--- src/rtl/kara_div_pkg.sv ---
// Shared widths and state encoding for the 66/33 sequential restoring divider.
package kara_div_pkg;

    localparam int unsigned DIV_DW = 33;
    localparam int unsigned DIV_NW = 2 * DIV_DW;
    localparam int unsigned DIV_CW = $clog2(DIV_NW);

    typedef enum logic [1:0] {
        IDLE = 2'd0,
        RUN  = 2'd1,
        DONE = 2'd2
    } div_state_t;

endpackage

--- src/rtl/kara_div66by33_seq_if.sv ---
// Operand/result valid-ready bundle between a requester (master) and the divider (slave).
interface kara_div66by33_seq_if #(
    parameter int unsigned DW = 33,
    parameter int unsigned NW = 2 * DW
) ();

    logic          in_valid;
    logic          in_ready;
    logic [NW-1:0] dividend;
    logic [DW-1:0] divisor;
    logic          out_valid;
    logic          out_ready;
    logic [NW-1:0] quotient;
    logic [DW-1:0] remainder;
    logic          div_zero;

    modport master (
        output in_valid, dividend, divisor, out_ready,
        input  in_ready, out_valid, quotient, remainder, div_zero
    );

    modport slave (
        input  in_valid, dividend, divisor, out_ready,
        output in_ready, out_valid, quotient, remainder, div_zero
    );

endinterface

--- src/rtl/kara_div_step.sv ---
// One combinational restoring step: shift in the next dividend bit, trial-subtract, restore on borrow.
module kara_div_step #(
    parameter int unsigned DW = 33
) (
    input  logic [DW:0]   r_in,
    input  logic          q_msb_in,
    input  logic [DW-1:0] divisor,
    output logic [DW:0]   r_out_c,
    output logic          q_bit_c
);

    // Two guard bits above the shifted remainder make the compare exact.
    logic [DW+2:0] ext_c;
    logic [DW+2:0] dvs_c;

    assign ext_c   = {1'b0, r_in, q_msb_in};
    assign dvs_c   = {3'b000, divisor};
    assign q_bit_c = (ext_c >= dvs_c);
    assign r_out_c = q_bit_c ? (DW+1)'(ext_c - dvs_c) : ext_c[DW:0];

endmodule

--- src/rtl/kara_div66by33_seq.sv ---
// Sequential restoring divider NW/DW -> quotient NW, remainder DW, valid/ready on both sides.
// Build option: define DIV_RADIX4_EN to retire two quotient bits per RUN cycle.
module kara_div66by33_seq
    import kara_div_pkg::*;
#(
    parameter int unsigned DW = DIV_DW,
    parameter int unsigned NW = 2 * DW
) (
    input logic                  clk,
    input logic                  rst,
    kara_div66by33_seq_if.slave  bus
);

    localparam int unsigned CW = $clog2(NW);
`ifdef DIV_RADIX4_EN
    localparam logic [CW-1:0] CNT_LOAD = CW'(NW / 2 - 1);
`else
    localparam logic [CW-1:0] CNT_LOAD = CW'(NW - 1);
`endif

    div_state_t    state, state_nx;
    logic [DW:0]   r_q, r_nx;
    logic [NW-1:0] q_q, q_nx;
    logic [CW-1:0] cnt_q, cnt_nx;
    logic [DW-1:0] dvs_q, dvs_nx;
    logic [DW-1:0] lo_q, lo_nx;
    logic          dz_q, dz_nx;

    logic          in_ready_q, in_ready_nx;
    logic          out_valid_q, out_valid_nx;
    logic [NW-1:0] quotient_q, quotient_nx;
    logic [DW-1:0] remainder_q, remainder_nx;
    logic          div_zero_q, div_zero_nx;

    logic          accept_c;
    logic          out_hs_c;
    logic [DW:0]   step_r_c;
    logic [NW-1:0] step_q_c;
    logic [DW:0]   r0_c;
    logic          qb0_c;

    assign accept_c = (state == IDLE) && bus.in_valid && in_ready_q;
    assign out_hs_c = out_valid_q && bus.out_ready;

    kara_div_step #(.DW(DW)) u_step0 (
        .r_in     (r_q),
        .q_msb_in (q_q[NW-1]),
        .divisor  (dvs_q),
        .r_out_c  (r0_c),
        .q_bit_c  (qb0_c)
    );

`ifdef DIV_RADIX4_EN
    logic [DW:0] r1_c;
    logic        qb1_c;

    kara_div_step #(.DW(DW)) u_step1 (
        .r_in     (r0_c),
        .q_msb_in (q_q[NW-2]),
        .divisor  (dvs_q),
        .r_out_c  (r1_c),
        .q_bit_c  (qb1_c)
    );

    assign step_r_c = r1_c;
    assign step_q_c = {q_q[NW-3:0], qb0_c, qb1_c};
`else
    assign step_r_c = r0_c;
    assign step_q_c = {q_q[NW-2:0], qb0_c};
`endif

    // State register.
    always_ff @(posedge clk) begin
        if (rst) state <= IDLE;
        else     state <= state_nx;
    end

    // Next-state logic.
    always_comb begin
        state_nx = state;
        unique case (state)
            IDLE:    if (accept_c)      state_nx = RUN;
            RUN:     if (cnt_q == '0)   state_nx = DONE;
            DONE:    if (out_hs_c)      state_nx = IDLE;
            default:                    state_nx = IDLE;
        endcase
    end

    // Datapath and output next values; results are loaded once on the first DONE cycle.
    always_comb begin
        r_nx         = r_q;
        q_nx         = q_q;
        cnt_nx       = cnt_q;
        dvs_nx       = dvs_q;
        lo_nx        = lo_q;
        dz_nx        = dz_q;
        out_valid_nx = out_valid_q;
        quotient_nx  = quotient_q;
        remainder_nx = remainder_q;
        div_zero_nx  = div_zero_q;
        in_ready_nx  = (state_nx == IDLE);
        unique case (state)
            IDLE: begin
                if (accept_c) begin
                    r_nx   = '0;
                    q_nx   = bus.dividend;
                    cnt_nx = CNT_LOAD;
                    dvs_nx = bus.divisor;
                    lo_nx  = bus.dividend[DW-1:0];
                    dz_nx  = (bus.divisor == '0);
                end
            end
            RUN: begin
                r_nx = step_r_c;
                q_nx = step_q_c;
                if (cnt_q != '0) cnt_nx = cnt_q - CW'(1);
            end
            DONE: begin
                if (!out_valid_q) begin
                    out_valid_nx = 1'b1;
                    quotient_nx  = dz_q ? '1   : q_q;
                    remainder_nx = dz_q ? lo_q : r_q[DW-1:0];
                    div_zero_nx  = dz_q;
                end else if (out_hs_c) begin
                    out_valid_nx = 1'b0;
                end
            end
            default: ;
        endcase
    end

    always_ff @(posedge clk) begin
        if (rst) begin
            r_q         <= '0;
            q_q         <= '0;
            cnt_q       <= '0;
            dvs_q       <= '0;
            lo_q        <= '0;
            dz_q        <= 1'b0;
            in_ready_q  <= 1'b1;
            out_valid_q <= 1'b0;
            quotient_q  <= '0;
            remainder_q <= '0;
            div_zero_q  <= 1'b0;
        end else begin
            r_q         <= r_nx;
            q_q         <= q_nx;
            cnt_q       <= cnt_nx;
            dvs_q       <= dvs_nx;
            lo_q        <= lo_nx;
            dz_q        <= dz_nx;
            in_ready_q  <= in_ready_nx;
            out_valid_q <= out_valid_nx;
            quotient_q  <= quotient_nx;
            remainder_q <= remainder_nx;
            div_zero_q  <= div_zero_nx;
        end
    end

    assign bus.in_ready  = in_ready_q;
    assign bus.out_valid = out_valid_q;
    assign bus.quotient  = quotient_q;
    assign bus.remainder = remainder_q;
    assign bus.div_zero  = div_zero_q;

endmodule

--- src/flat_wrapper.sv ---
// flat-port wrapper written by rule: the top's interface ports become plain ports
module kara_div66by33_seq_flat import kara_div_pkg::*;
#(
    parameter int unsigned DW = DIV_DW,
    parameter int unsigned NW = 2 * DW
)
  (clk, rst, bus_in_valid, bus_dividend, bus_divisor, bus_out_ready, bus_in_ready, bus_out_valid, bus_quotient, bus_remainder, bus_div_zero);
  kara_div66by33_seq_if #(.DW(DW), .NW(NW)) bus_i ();
  input logic clk;
  input logic rst;
  input wire logic [$bits(bus_i.in_valid)-1:0] bus_in_valid;
  input wire logic [$bits(bus_i.dividend)-1:0] bus_dividend;
  input wire logic [$bits(bus_i.divisor)-1:0] bus_divisor;
  input wire logic [$bits(bus_i.out_ready)-1:0] bus_out_ready;
  output wire logic [$bits(bus_i.in_ready)-1:0] bus_in_ready;
  output wire logic [$bits(bus_i.out_valid)-1:0] bus_out_valid;
  output wire logic [$bits(bus_i.quotient)-1:0] bus_quotient;
  output wire logic [$bits(bus_i.remainder)-1:0] bus_remainder;
  output wire logic [$bits(bus_i.div_zero)-1:0] bus_div_zero;
  assign bus_i.in_valid = bus_in_valid;
  assign bus_i.dividend = bus_dividend;
  assign bus_i.divisor = bus_divisor;
  assign bus_i.out_ready = bus_out_ready;
  assign bus_in_ready = bus_i.in_ready;
  assign bus_out_valid = bus_i.out_valid;
  assign bus_quotient = bus_i.quotient;
  assign bus_remainder = bus_i.remainder;
  assign bus_div_zero = bus_i.div_zero;
  kara_div66by33_seq #(.DW(DW), .NW(NW)) u_core (.clk(clk), .rst(rst), .bus(bus_i));
endmodule
--- config.mk ---
export PLATFORM = sky130hd
export DESIGN_NAME = kara_div66by33_seq_flat
export DESIGN_NICKNAME = d
export VERILOG_FILES = /design/src/rtl/kara_div_pkg.sv /design/src/rtl/kara_div66by33_seq_if.sv /design/src/rtl/kara_div_step.sv /design/src/rtl/kara_div66by33_seq.sv /design/src/flat_wrapper.sv
export SDC_FILE = /design/constraint.sdc
export NUM_CORES = 1
export LEC_CHECK = 0
export BUFFER_PORTS_ARGS = -buffer_cell sky130_fd_sc_hd__buf_4
export CORE_MARGIN = 3
export CORE_UTILIZATION = 25
export DETAILED_ROUTE_END_ITERATION = 6
export GPL_TIMING_DRIVEN = 0
export PLACE_DENSITY = 0.46
export REMOVE_ABC_BUFFERS = 1
export SETUP_SLACK_MARGIN = 0.02
export SLEW_MARGIN = 20
export SYNTH_ARGS = -nofsm -noshare
export SYNTH_HDL_FRONTEND = slang
export SYNTH_SLANG_ARGS = --single-unit
--- constraint.sdc ---
create_clock -name clk -period 2.4 [get_ports clk]
set_input_delay 0.24 -clock clk [delete_from_list [all_inputs] [get_ports clk]]
set_output_delay 0.24 -clock clk [all_outputs]
set_load 0.005 [all_outputs]
Yosys cells after proc, flatten, opt, wreduce, memory -nomap -nowiden --
Index checks and enable logic that the tools add are counted.
Word-level totals: word-level logic and storage cells 49, input bits 103, register bits 278, output and inout bits 102
Operators by class: equality and inequality tests 4, reductions and logical operators 13, bitwise operators 1, multiplexer cells 16, add/sub/neg operators 2, $lt $le $gt $ge 1
Operators with widths (count):
- $mux 66 | 2
- $pmux 66 s2 | 1
- $mux 34 | 2
- $pmux 34 s2 | 1
- $ge 35x33->1 | 1
- $sub 34x33->34 | 1
- $logic_not 33->1 | 1
- $mux 33 | 1
- $mux 7 | 2
- $pmux 7 s2 | 1
- $logic_not 7->1 | 1
- $reduce_bool 7->1 | 1
- $sub 7x1->7 const B | 1
- $mux 2 | 3
- $pmux 2 s3 | 1
- $reduce_and 2->1 | 3
- $logic_not 2->1 | 2
- $ne 2x1->1 const B | 2
- $logic_and 1x1->1 | 3
- $reduce_and 3->1 | 1
- $eq 2x1->1 const B | 1
- $eq 2x2->1 const B | 1
- $mux 1 | 2
- $reduce_bool 2->1 | 1
- $not 1->1 | 1

Longest topological paths before layout --
word-level depth 6, depth in mapped cells 13, mapped depth without buffers 12

Modules after synthesis --
From an unflattened synthesis, not the netlist that was laid out.
Unflattened totals: cell total of the unflattened synthesis 1615, area, all modules 12779.8 µm²
By module, submodules not included:
- kara_div66by33_seq | area each 10461.3 µm², seq. area each 5565.3 µm², cells each 1252, times used 1
- kara_div_step | area each 2318.5 µm², seq. area each 0.0 µm², cells each 363, times used 1

Worst setup path after synthesis --
No wires, ideal clock.
path type register -> register, start register u_core.dvs_q[9], end register u_core.r_q[28], data arrival time 2.418 ns, required time 2.278 ns, setup time 0.122 ns, path buffers 0, clock period less this slack 2.540 ns, cell stages (with the launch flop) 11, slack -0.140 ns, path through dfxtp_1 -> inv_1 -> ha_1 -> a2111o_1 -> or3b_1 -> o22a_2 -> a21oi_4 -> o21ai_2 -> a221oi_2 -> xor2_1 -> o21ai_1
On the way: longest elaborated chain between the ends 3, elaborated cells on any way between the ends 4, those cells by class add/sub (1); order compare (1); mux (2)
Ends and longest elaborated chain:
- from (decl) | RTL line kara_div66by33_seq.sv:25 | logic [DW-1:0] dvs_q, dvs_nx;
- from (signal assigned) | RTL line kara_div66by33_seq.sv:149 | dvs_q <= dvs_nx;
- $sub 34x33->34 / $ge 35x33->1 (equally long branches) | RTL line kara_div_step.sv:19, kara_div_step.sv:18
- $mux 34 * | RTL line kara_div_step.sv:19 | assign r_out_c = q_bit_c ? (DW+1)'(ext_c - dvs_c) : ext_c[DW:0];
- $pmux 34 s2 * | RTL line kara_div66by33_seq.sv:102 | unique case (state)
- to (signal assigned) | RTL line kara_div66by33_seq.sv:146 | r_q <= r_nx;
- to (decl) | RTL line kara_div66by33_seq.sv:22 | logic [DW:0] r_q, r_nx;
Mark *: on every way between the ends. The rest lies on a longest branch, timed or not. A chain may end at the register's enable or synchronous reset.

Worst setup path after layout --
start register u_core.dvs_q[29], end register u_core.r_q[24]
On the way: longest elaborated chain between the ends 3
Ends and longest elaborated chain:
- $ge 35x33->1 | RTL line kara_div_step.sv:18 | assign q_bit_c = (ext_c >= dvs_c);
- $mux 34 | RTL line kara_div_step.sv:19
- $pmux 34 s2 | RTL line kara_div66by33_seq.sv:102
No other way between the ends.

==> results_tabular.tex <==
\begin{tabular}{lr}
\hline
Metric & Value \\
\hline
\multicolumn{2}{l}{\textbf{Clock tree}} \\
Clk buf depth & 3 \\
Worst-skew pair later-pin latency & 0.52 ns \\
Clk sink count & 278 \\
Clock tree from TritonCTS & yes \\
Clock root buffer & sky130\_fd\_sc\_hd\_\_clkbuf\_16 \\
Clock-pin transition on the worst setup and hold timing paths & 0.06 ns \\
H-tree depth reported by CTS & 2 \\
TritonCTS Buffers & 34 \\
\multicolumn{2}{l}{\textbf{Yosys}} \\
Number of enable flip-flop cells after synthesis & 0 \\
Commonest register cell after synthesis & sky130\_fd\_sc\_hd\_\_dfxtp\_1 \\
Yosys reg bits & 278 \\
Most common cell in the netlist & sky130\_fd\_sc\_hd\_\_nand2\_1 \\
Netlist area before placement & 12500 sq um \\
Post-Syn Instances & 1544 \\
Post-synth top area cell & sky130\_fd\_sc\_hd\_\_dfxtp\_1 \\
Share of async-settable or async-resettable flops after synthesis & 0\% \\
Share of the yosys chip area belonging to registers & 44.4\% \\
Ranking of synthesized cells by area & sky130\_fd\_sc\_hd\_\_dfxtp\_1 44\%, sky130\_fd\_sc\_hd\_\_nand2\_1 8.4\%, sky130\_fd\_sc\_hd\_\_a21oi\_1 5.7\% \\
Area share of the leading cell type in the synthesized netlist & 44.4\% \\
Synth Warn \# & 0 \\
Top post-synthesis cells by count & 280 x sky130\_fd\_sc\_hd\_\_nand2\_1, 278 x sky130\_fd\_sc\_hd\_\_dfxtp\_1, 142 x sky130\_fd\_sc\_hd\_\_a21oi\_1 \\
Distinct cell type count after synthesis & 74 \\
Synthesized area per cell & 8.12 sq um \\
\multicolumn{2}{l}{\textbf{Setup path}} \\
Worst reg2reg startpoint & u\_core.dvs\_q[29] \\
Register-to-register path setup slack & -0.20 ns \\
Startpoint of the worst setup timing path & u\_core.dvs\_q[29] \\
Endpoint of the most critical setup path & u\_core.r\_q[24] \\
Kind of start point of the critical path & flip-flop \\
Endpoint of the lowest-slack register-to-register path & u\_core.r\_q[24] \\
Largest driver fanout on the critical path & 6 \\
Data required time of the worst path & 2.81 ns \\
Crit path DAT & 3.01 ns \\
Nature of the critical path endpoint & flip-flop \\
Critical Setup Path Class & reg2reg \\
Path depth of the worst reg2reg path & 12 \\
\multicolumn{2}{l}{\textbf{Global routing}} \\
GRT Util Overall & 16.2\% \\
Wire length of the first global-routing pass & 69.0 mm \\
Remaining global-route overflow & 0 \\
Pin count of the biggest net entering global routing & 118 \\
Number of antenna violations at the first check in global routing & 1 \\
Vias in the first global route & 12118 \\
\multicolumn{2}{l}{\textbf{Layout}} \\
Fraction of layout instances using a drive strength above 1 & 26.2\% \\
Sequential cell area in the final layout & 5620 sq um \\
Antenna diode count & 0 \\
Area added between synthesis and finish & 45.2\% \\
Layout Cells excl Fill & 2515 \\
Final-stage net count & 1966 \\
Multi-input gate area in the final layout & 7090 sq um \\
Number of fill cells & 5230 \\
Cell area after layout & 18200 sq um \\
\multicolumn{2}{l}{\textbf{Place}} \\
Dpl cells & 2317 \\
Placer's final routability congestion estimate & 0.844 \\
HPWL after detailed placement & 29.1 mm \\
Pre-CTS setup slack & -1.22 ns \\
Placed inst area & 14900 sq um \\
Port bufs & 204 \\
\multicolumn{2}{l}{\textbf{Detailed routing}} \\
Antenna-violating nets left & 0 \\
Via count normalized by instance count & 4.76 \\
Initial DRC Count & 645 \\
Residual DRC & 0 \\
DR vias & 11964 \\
Total length of routed wires & 45.0 mm \\
Pre-Repair DR Iteration Count & 4 \\
DR WL/cell & 17.9 microns \\
\multicolumn{2}{l}{\textbf{STA}} \\
Number of hold-slack violations in the final timing report & 0 \\
Final total negative setup slack & -4.40 ns \\
Slew Limit Fails & 0 \\
Worst hold slack & 0.0230 ns \\
Setup repair after global routing missed its margin & true \\
Period utilization & 108\% \\
Count of final setup violators & 35 \\
Max-slew headroom at the worst pin & 32.5\% \\
Peak clock frequency supported by timing & 385 MHz \\
Slew at the pin closest to its max-slew limit & 1.01 ns \\
Final worst slack & -0.198 ns \\
Final Skew & 0.0153 ns \\
Min Clock Period, post-route & 2.60 ns \\
\multicolumn{2}{l}{\textbf{Hold path}} \\
Class of the tightest hold or removal check & in2reg \\
Hold path startpoint & bus\_dividend[27] \\
\multicolumn{2}{l}{\textbf{Floorplan}} \\
Core footprint & 49300 sq um \\
Area enclosed by the die boundary & 52900 sq um \\
\# rows & 81 \\
Die height & 230 microns \\
Initial Utilization & 25.4\% \\
I/O pin count & 205 \\
Width of the die & 230 microns \\
\multicolumn{2}{l}{\textbf{Status}} \\
Failing checks & negative setup slack \\
Status & finished, violations left \\
\multicolumn{2}{l}{\textbf{Power and ir drop}} \\
Maximum resistive drop on vdd & 760 uV \\
Power per unit of standard cell area & 1470 nW/um\^{}2 \\
Static leakage & 6.96 nW \\
\multicolumn{2}{l}{\textbf{Run}} \\
Max Cap Violations & 0 \\
\hline
\end{tabular}
-- final cells by class --
type | count | area share, %
Tap cell | 664 | 4.57
Inverter | 48 | 0.990
Multi-Input combinational cell | 1109 | 38.9
Clock inverter | 10 | 0.722
Sequential cell | 278 | 30.9
Clock buffer | 50 | 5.69
Timing Repair Buffer | 356 | 18.2
-- per-stage QoR --
step           util (%)  power (W)
2_1_floorplan         -     0.0170
4_1_cts            36.1     0.0258
3_5_place_dp       30.3     0.0195
6_report           36.9     0.0268
3_3_place_gp       29.3     0.0178
5_1_grt            36.9     0.0286
-- layer usage --
metal	up-vias	global-route usage [%]	routed length, microns
met2	220	27.5	21600
met5	-	0	0
met1	5697	21.2	20500
li1	5980	-	-
met3	67	2.97	1840
met4	0	4.35	1100
-- worst max-delay path: stages (launching register included) --
cell and delay, ns:
sky130_fd_sc_hd__dfxtp_1 0.32, sky130_fd_sc_hd__inv_1 0.06, sky130_fd_sc_hd__ha_1 0.40, sky130_fd_sc_hd__nand3_2 0.18
sky130_fd_sc_hd__nor3_4 0.27, sky130_fd_sc_hd__inv_1 0.12, sky130_fd_sc_hd__o31ai_4 0.29, sky130_fd_sc_hd__a31oi_4 0.06
sky130_fd_sc_hd__buf_12 0.16, sky130_fd_sc_hd__and2_4 0.19, sky130_fd_sc_hd__clkbuf_16 0.17, sky130_fd_sc_hd__a32oi_1 0.18
sky130_fd_sc_hd__o21ai_1 0.08
-- sequential cells by signal (all words and copies together), names as in the netlist --
| name | cells |
|---|---|
| u_core.bus.quotient | 66 |
| u_core.q_q | 66 |
| u_core.r_q | 34 |
| u_core.bus.remainder | 33 |
| u_core.dvs_q | 33 |
| u_core.lo_q | 33 |
| u_core.cnt_q | 7 |
| u_core.state | 2 |
| u_core.bus.div_zero | 1 |
| u_core.bus.in_ready | 1 |
| u_core.bus.out_valid | 1 |
| u_core.dz_q | 1 |
-- repair_timing --
| item | 4_1_cts | 5_1_grt |
|---|---|---|
| gates resized for setup | 113 | 54 |
| setup endpoints to repair | 107 | 100 |
| hold buffers | 68 | 0 |
| pin swaps | 43 | 53 |
| hold endpoints to repair | 85 | 0 |
| cloned | 2 | 3 |
| buffers inserted | 48 | 19 |
-- cell usage in the layout (no fill, tap or decap), types with 5 or more instances in the layout --
cell | synthesis | routed
sky130_fd_sc_hd__nand2_1 | 280 | 276
sky130_fd_sc_hd__buf_4 | 4 | 255
sky130_fd_sc_hd__dfxtp_1 | 278 | 243
sky130_fd_sc_hd__nor3_1 | 134 | 134
sky130_fd_sc_hd__nor2_1 | 133 | 129
sky130_fd_sc_hd__a21oi_1 | 142 | 127
sky130_fd_sc_hd__dlygate4sd3_1 | 0 | 68
sky130_fd_sc_hd__mux2i_1 | 51 | 50
sky130_fd_sc_hd__inv_1 | 48 | 39
sky130_fd_sc_hd__a31oi_1 | 38 | 38
sky130_fd_sc_hd__clkbuf_16 | 0 | 38
sky130_fd_sc_hd__o21ai_1 | 31 | 37
sky130_fd_sc_hd__a211oi_1 | 36 | 35
sky130_fd_sc_hd__a22oi_1 | 34 | 34
sky130_fd_sc_hd__dfxtp_2 | 0 | 30
sky130_fd_sc_hd__ha_4 | 0 | 26
sky130_fd_sc_hd__xnor2_1 | 23 | 23
sky130_fd_sc_hd__a21o_1 | 16 | 16
sky130_fd_sc_hd__buf_12 | 0 | 15
sky130_fd_sc_hd__o21ai_0 | 20 | 14
sky130_fd_sc_hd__a21oi_2 | 1 | 13
sky130_fd_sc_hd__xor2_1 | 12 | 12
sky130_fd_sc_hd__buf_16 | 0 | 12
sky130_fd_sc_hd__a32oi_1 | 11 | 10
sky130_fd_sc_hd__inv_2 | 0 | 9
sky130_fd_sc_hd__nor4_1 | 11 | 9
sky130_fd_sc_hd__nand2b_1 | 9 | 8
sky130_fd_sc_hd__o211ai_1 | 8 | 8
sky130_fd_sc_hd__nand3_1 | 10 | 7
sky130_fd_sc_hd__ha_1 | 35 | 7
sky130_fd_sc_hd__clkbuf_1 | 88 | 7
sky130_fd_sc_hd__nand4_1 | 6 | 6
sky130_fd_sc_hd__o21bai_1 | 6 | 6
sky130_fd_sc_hd__clkbuf_8 | 0 | 6
sky130_fd_sc_hd__clkinv_2 | 0 | 5
sky130_fd_sc_hd__dfxtp_4 | 0 | 5
-- power by group --
part | switching (W) | internal (W) | leakage, nW
clock network | 0.00209 | 0.00331 | 0.574
registers | 0.000871 | 0.00575 | 2.28
logic | 0.00780 | 0.00699 | 4.11
-- worst min-delay path by stage --
stage	slack [ns]	cells after the start	endpoint
detailed placement	0.45	2	u_core.lo_q[8]
global route	0.02	3	u_core.q_q[36]
global placement	0.44	2	u_core.lo_q[1]
floorplan	0.31	1	u_core.bus.div_zero
finish	0.02	3	u_core.lo_q[27]
CTS	0.002	3	u_core.q_q[61]
-- cell families after synthesis --
group / Yosys count / synth area share [%]
simple gates: 609 / 21.0
compound gates: 374 / 19.2
flops: 278 / 44.4
buf+inv: 161 / 5.23
mux: 51 / 4.07
fa+ha+maj: 36 / 3.65
xor+xnor: 35 / 2.45
(Power assumes the default switching activity.)
